[src/rtl/vector_fu_pkg.sv]
// Shared types and constants for the vector functional unit: lane geometry,
// operation encoding, FSM states and config-word bit positions.
package vector_fu_pkg;

    localparam int WIDTH        = 16;
    localparam int NUM_INPUTS   = 4;
    localparam int TOTAL_INPUTS = NUM_INPUTS * 2;

    localparam int OP_LSB      = 0;
    localparam int OP_MSB      = 2;
    localparam int ACC_EN_BIT  = 3;
    localparam int ACC_CLR_BIT = 4;

    typedef logic [WIDTH-1:0] word_t;

    typedef enum logic [2:0] {
        OP_ADD    = 3'd0,
        OP_SUB    = 3'd1,
        OP_MUL    = 3'd2,
        OP_AND    = 3'd3,
        OP_OR     = 3'd4,
        OP_XOR    = 3'd5,
        OP_PASS_A = 3'd6,
        OP_MAX    = 3'd7
    } op_e;

    typedef enum logic [2:0] {
        IDLE     = 3'd0,
        CAPTURE  = 3'd1,
        EXEC     = 3'd2,
        SEND     = 3'd3,
        WAIT_ACK = 3'd4
    } fu_state_e;

endpackage

[src/rtl/vector_fu_if.sv]
// Bus between the memory stage / neighbour tile (master) and the vector FU (slave):
// activation strobe, operand read bus, and the result write handshake.
interface vector_fu_if;
    import vector_fu_pkg::*;

    logic                          on_off_in;
    word_t [TOTAL_INPUTS:0]        r_data_in;
    logic                          write_en_out;
    logic                          write_rdy_in;
    word_t [NUM_INPUTS-1:0]        w_data_out;
    logic                          write_ack_in;
    logic                          busy;
    logic                          done;

    modport master (
        output on_off_in, r_data_in, write_rdy_in, write_ack_in,
        input  write_en_out, w_data_out, busy, done
    );

    modport slave (
        input  on_off_in, r_data_in, write_rdy_in, write_ack_in,
        output write_en_out, w_data_out, busy, done
    );

endinterface

[src/rtl/fu_lane.sv]
// One lane of the vector FU: operation mux, a registered multiply stage, the
// result register, and the lane accumulator.
module fu_lane
    import vector_fu_pkg::*;
(
    input  logic  clk,
    input  logic  reset,
    input  word_t a,
    input  word_t b,
    input  op_e   op,
    input  logic  acc_en,
    input  logic  acc_clr,
    input  logic  res_load,
    input  logic  acc_update,
    output word_t res
);

    word_t mul_q;
    word_t res_q;
    word_t acc_q;
    word_t op_val;
    word_t sum;

    // Select the lane operation and fold in the accumulator when enabled.
    always_comb begin
        op_val = '0;
        case (op)
            OP_ADD:    op_val = a + b;
            OP_SUB:    op_val = a - b;
            OP_MUL:    op_val = mul_q;
            OP_AND:    op_val = a & b;
            OP_OR:     op_val = a | b;
            OP_XOR:    op_val = a ^ b;
            OP_PASS_A: op_val = a;
            OP_MAX:    op_val = ($signed(a) > $signed(b)) ? a : b;
            default:   op_val = '0;
        endcase
        sum = op_val + (acc_en ? acc_q : '0);
    end

    // First multiply stage; operands are held stable by the top after capture.
    always_ff @(posedge clk or posedge reset) begin
        if (reset) mul_q <= '0;
        else       mul_q <= word_t'(a * b);
    end

    // Result register, loaded once at the end of execution.
    always_ff @(posedge clk or posedge reset) begin
        if (reset)         res_q <= '0;
        else if (res_load) res_q <= sum;
    end

    // Accumulator: cleared at capture when requested, updated when the result is acknowledged.
    always_ff @(posedge clk or posedge reset) begin
        if (reset)           acc_q <= '0;
        else if (acc_clr)    acc_q <= '0;
        else if (acc_update) acc_q <= res_q;
    end

    assign res = res_q;

endmodule

[src/rtl/vector_fu.sv]
// Vector functional unit top: activation edge detect, operand capture, the
// control FSM and the write handshake toward the neighbour tile.
module vector_fu
    import vector_fu_pkg::*;
(
    input logic        clk,
    input logic        reset,
    vector_fu_if.slave bus
);

    fu_state_e              state_q, state_d;
    logic                   on_off_q;
    logic                   write_en_q, write_en_d;
    logic                   done_q, done_d;
    logic                   mul_wait_q, mul_wait_d;
    word_t [NUM_INPUTS-1:0] a_q, b_q, lane_res;
    op_e                    op_q;
    logic                   acc_en_q;
    logic                   capture, res_load, acc_update, acc_clr;
    word_t                  cfg_word;
    logic                   unused_cfg;

    assign cfg_word   = bus.r_data_in[TOTAL_INPUTS];
    assign unused_cfg = ^cfg_word[WIDTH-1:ACC_CLR_BIT+1];
    assign acc_clr    = capture & cfg_word[ACC_CLR_BIT];

    // Next-state and control strobes; MUL spends one extra cycle in EXEC.
    always_comb begin
        state_d    = state_q;
        write_en_d = write_en_q;
        done_d     = 1'b0;
        mul_wait_d = 1'b0;
        capture    = 1'b0;
        res_load   = 1'b0;
        acc_update = 1'b0;
        case (state_q)
            IDLE: begin
                if (bus.on_off_in && !on_off_q) state_d = CAPTURE;
            end
            CAPTURE: begin
                capture = 1'b1;
                state_d = EXEC;
            end
            EXEC: begin
                if (op_q == OP_MUL && !mul_wait_q) begin
                    mul_wait_d = 1'b1;
                end else begin
                    res_load = 1'b1;
                    state_d  = SEND;
                end
            end
            SEND: begin
                if (bus.write_rdy_in) begin
                    write_en_d = 1'b1;
                    state_d    = WAIT_ACK;
                end
            end
            WAIT_ACK: begin
                if (bus.write_ack_in) begin
                    write_en_d = 1'b0;
                    done_d     = 1'b1;
                    acc_update = acc_en_q;
                    state_d    = IDLE;
                end
            end
            default: state_d = IDLE;
        endcase
    end

    // State, handshake outputs, edge detector and captured operands.
    always_ff @(posedge clk or posedge reset) begin
        if (reset) begin
            state_q    <= IDLE;
            on_off_q   <= 1'b0;
            write_en_q <= 1'b0;
            done_q     <= 1'b0;
            mul_wait_q <= 1'b0;
            a_q        <= '0;
            b_q        <= '0;
            op_q       <= OP_ADD;
            acc_en_q   <= 1'b0;
        end else begin
            state_q    <= state_d;
            on_off_q   <= bus.on_off_in;
            write_en_q <= write_en_d;
            done_q     <= done_d;
            mul_wait_q <= mul_wait_d;
            if (capture) begin
                a_q      <= bus.r_data_in[NUM_INPUTS-1:0];
                b_q      <= bus.r_data_in[TOTAL_INPUTS-1:NUM_INPUTS];
                op_q     <= op_e'(cfg_word[OP_MSB:OP_LSB]);
                acc_en_q <= cfg_word[ACC_EN_BIT];
            end
        end
    end

    for (genvar i = 0; i < NUM_INPUTS; i++) begin : g_lane
        fu_lane u_lane (
            .clk        (clk),
            .reset      (reset),
            .a          (a_q[i]),
            .b          (b_q[i]),
            .op         (op_q),
            .acc_en     (acc_en_q),
            .acc_clr    (acc_clr),
            .res_load   (res_load),
            .acc_update (acc_update),
            .res        (lane_res[i])
        );
    end

    assign bus.write_en_out = write_en_q;
    assign bus.w_data_out   = lane_res;
    assign bus.busy         = (state_q != IDLE);
    assign bus.done         = done_q;

endmodule
[src/flat_wrapper.sv]
// flat-port wrapper written by rule: the top's interface ports become plain ports
module vector_fu_flat import vector_fu_pkg::*;
  (clk, reset, bus_on_off_in, bus_r_data_in, bus_write_rdy_in, bus_write_ack_in, bus_write_en_out, bus_w_data_out, bus_busy, bus_done);
  vector_fu_if bus_i ();
  input logic clk;
  input logic reset;
  input wire logic [$bits(bus_i.on_off_in)-1:0] bus_on_off_in;
  input wire logic [$bits(bus_i.r_data_in)-1:0] bus_r_data_in;
  input wire logic [$bits(bus_i.write_rdy_in)-1:0] bus_write_rdy_in;
  input wire logic [$bits(bus_i.write_ack_in)-1:0] bus_write_ack_in;
  output wire logic [$bits(bus_i.write_en_out)-1:0] bus_write_en_out;
  output wire logic [$bits(bus_i.w_data_out)-1:0] bus_w_data_out;
  output wire logic [$bits(bus_i.busy)-1:0] bus_busy;
  output wire logic [$bits(bus_i.done)-1:0] bus_done;
  assign bus_i.on_off_in = bus_on_off_in;
  assign bus_i.r_data_in = bus_r_data_in;
  assign bus_i.write_rdy_in = bus_write_rdy_in;
  assign bus_i.write_ack_in = bus_write_ack_in;
  assign bus_write_en_out = bus_i.write_en_out;
  assign bus_w_data_out = bus_i.w_data_out;
  assign bus_busy = bus_i.busy;
  assign bus_done = bus_i.done;
  vector_fu u_core (.clk(clk), .reset(reset), .bus(bus_i));
endmodule
[config.mk]
export PLATFORM = sky130hd
export DESIGN_NAME = vector_fu_flat
export DESIGN_NICKNAME = d
export VERILOG_FILES = /design/src/rtl/vector_fu_pkg.sv /design/src/rtl/vector_fu_if.sv /design/src/rtl/fu_lane.sv /design/src/rtl/vector_fu.sv /design/src/flat_wrapper.sv
export SDC_FILE = /design/constraint.sdc
export NUM_CORES = 2
export LEC_CHECK = 0
export BUFFER_PORTS_ARGS = -buffer_cell sky130_fd_sc_hd__buf_2
export CORE_MARGIN = 4
export CORE_UTILIZATION = 39
export CTS_CLUSTER_SIZE = 16
export DETAILED_ROUTE_END_ITERATION = 12
export GPL_ROUTABILITY_DRIVEN = 0
export MAX_ROUTING_LAYER = met4
export PLACE_DENSITY_LB_ADDON = 0.15
export SETUP_SLACK_MARGIN = 0.2
export SLEW_MARGIN = 30
export SYNTH_ARGS = -nofsm -noshare
export SYNTH_HDL_FRONTEND = slang
export SYNTH_SLANG_ARGS = --single-unit
export TNS_END_PERCENT = 1
[constraint.sdc]
create_clock -name clk -period 12.2 [get_ports clk]
set_input_delay 1.22 -clock clk [delete_from_list [all_inputs] [get_ports clk]]
set_output_delay 1.22 -clock clk [all_outputs]
set_load 0.01 [all_outputs]
==> flow_summary.json <==
{
  "numCtsBuffers": 46,
  "grt_max_degree": 179,
  "hold_viol_final": 0,
  "yosysWarnings": 0,
  "r2r_setup_slack_ns": 4.96,
  "rsz0062_at_grt": "no",
  "synthArstFlopShare_pct": 100,
  "first_iter_violations": 3066,
  "start_kind": "register",
  "min_period_ns": 7.24,
  "die_h_um": 328,
  "yosysUniqueCellTypes": 88,
  "worstMarginPinSlew_ns": 1.04,
  "synth.avg_cell_area_um2": 8.11,
  "synth_seq_cells": 331,
  "first_pass_iters": 6,
  "overflow": 0,
  "syn-cell-area_um2": 40100,
  "outcome": "complete, no violations",
  "holdBufCountCts": 0,
  "rows": 117,
  "min_period_over_period_pct": 59.4,
  "cts_tree": "done",
  "die_area_um2": 108000,
  "syn_to_final_growth_pct": 9.82,
  "fp.dieW_um": 328,
  "worstPathRequired_ns": 12.70,
  "synthCells": 4938,
  "maxSlewViolCount": 0,
  "clk_pin_slew_ns": 0.06,
  "mostFrequentLayoutCells": "nand2_1, inv_1, ha_1",
  "coreArea_um2": 102000,
  "synth_ff_type": "dfrtp_1",
  "portBuffers": 204,
  "grt.total_usage_pct": 27.1,
  "h-tree-depth": 2,
  "layout_commonest_cell": "nand2_1",
  "arrival_ns": 7.74,
  "ys_seq_area_share_pct": 20.7,
  "cts_resized": 0,
  "grt_pass1_vias": 35219,
  "path_class": "reg2reg",
  "postRouteAntennaNets": 0,
  "place_hpwl_um": 106000,
  "fin_tns_setup_ns": 0,
  "synth_edf_count": 0,
  "critPathMaxFanout": 13,
  "wirelength_um": 143000,
  "synth_nets": 5869,
  "wire_per_inst_um": 22.3,
  "hp-class": "reg2reg",
  "start_util_pct": 39.3,
  "grt_pass1_wl_um": 219000,
  "max-cap-violations": 0,
  "viasPerCell": 5.51,
  "boundaryPins": 216,
  "vias": 35309,
  "cts.sinks": 331,
  "endpoint_kind": "register",
  "max_freq_mhz": 138,
  "antenna_found_initial": 3,
  "clk_path_buf_depth": 3,
  "final_nets": 5930,
  "finalSetupViolCount": 0,
  "finClkSkew_ns": 0.0282,
  "relSlewSlack_pct": 30.3,
  "clock_latency_ns": 0.64,
  "post_cts_buffers": 0,
  "drc": 0,
  "root_buffer": "clkbuf_16",
  "drive_above_1_share_pct": 7.90
}
==> final timing paths <==
| path | endpoint | cells after the start | from |
|---|---|---|---|
| max | u_core.g_lane[0].u_lane.res[14] | 25 | u_core.a_q[2] |
| min | u_core.mul_wait_q | 1 | u_core.mul_wait_q |
| max reg2reg | u_core.g_lane[0].u_lane.res[14] | 25 | u_core.a_q[2] |
| min reg2reg | u_core.mul_wait_q | 1 | u_core.mul_wait_q |
| max in group asynchronous | u_core.a_q[10] | 4 | reset |
| min in group asynchronous | u_core.b_q[41] | 2 | reset |
==> kinds of logic after synthesis <==
group                      Yosys count  synth area share, %
buffers and inverters              897                 8.52
DFF                                331                 20.7
muxes                               54                 1.36
and+or+nand+nor                   1483                 15.6
adders and majority gates          782                 30.6
AOI/OAI and AO/OA                 1135                 17.6
xor gates and xnor gates           256                 5.60
==> metal layers <==
| metal | global-route usage (%) | routed length (um) |
|---|---|---|
| met1 | 38.4 | 66400 |
| met2 | 41.0 | 62900 |
| met3 | 3.31 | 9770 |
| met4 | 7.38 | 3930 |
| met5 | - | 0 |
==> synth_stat cells (67+ instances only) <==
library cell	instances	area share (%)
nand2_1	723	6.8
inv_1	619	5.8
ha_1	452	14
nor2_1	444	4.2
a21oi_1	398	5.0
dfrtp_1	331	21
fa_1	330	16
o21ai_0	312	3.9
xnor2_1	206	4.5
clkbuf_1	195	1.8
and2_1	68	1.1
a221oi_1	67	1.5
==> area by class of cell <==
class	count	area, um^2
fill	10475	57900
multi-input combinational	3710	28400
tap	1368	1710
clock inverter	21	304
inverter	654	2460
sequential	331	8300
antenna	2	5.00
timing repair buffer	256	1450
clock buffer	65	1330
==> state kept, by name, summed over array words and instances, names as in the netlist <==
register / flops
u_core.bus.write_en_out: 1
u_core.mul_wait_q: 1
u_core.g_lane.u_lane.res: 64
u_core.state_q: 3
u_core.on_off_q: 1
u_core.op_q: 3
u_core.acc_en_q: 1
u_core.g_lane.u_lane.mul_q: 64
u_core.bus.done: 1
u_core.b_q: 64
u_core.g_lane.u_lane.acc_q: 64
u_core.a_q: 64
==> per-stage QoR <==
step,hold WS (ns),cells,setup slack [ns],utilization [%],area (um^2)
after floorplan,0.416,4938,1.81,-,40100
after global placement,0.431,6318,5.10,41.5,42300
after detailed placement,0.448,6318,5.03,41.5,42300
after CTS,0.455,6404,5.01,43.1,44000
after global routing,0.494,6407,4.36,43.2,44000
final,0.459,6407,4.96,43.2,44000
==> critical path: stages, from the launching register on <==
cell and delay (ns):
dfrtp_1 0.75, clkinv_1 0.65, ha_1 0.64, nor2b_1 0.25, o21ai_0 0.11, a21oi_1 0.32
o21a_1 0.18, a211oi_1 0.14, nor2_1 0.68, nand2_1 0.10, o21ai_0 0.10, a221oi_1 0.10
a21oi_1 0.53, ha_1 0.29, inv_1 0.07, fa_1 0.46, nor2b_1 0.12, o21ai_0 0.10
a21boi_0 0.26, o21ai_0 0.15, a21oi_1 0.21, o21ai_0 0.15, a21o_1 0.23, a311oi_1 0.31
or3_1 0.16, nand3_1 0.06
Power is left out: the tool's default activity adds up to more than one toggle a clock period on the data nets, which glitch-free logic cannot reach.
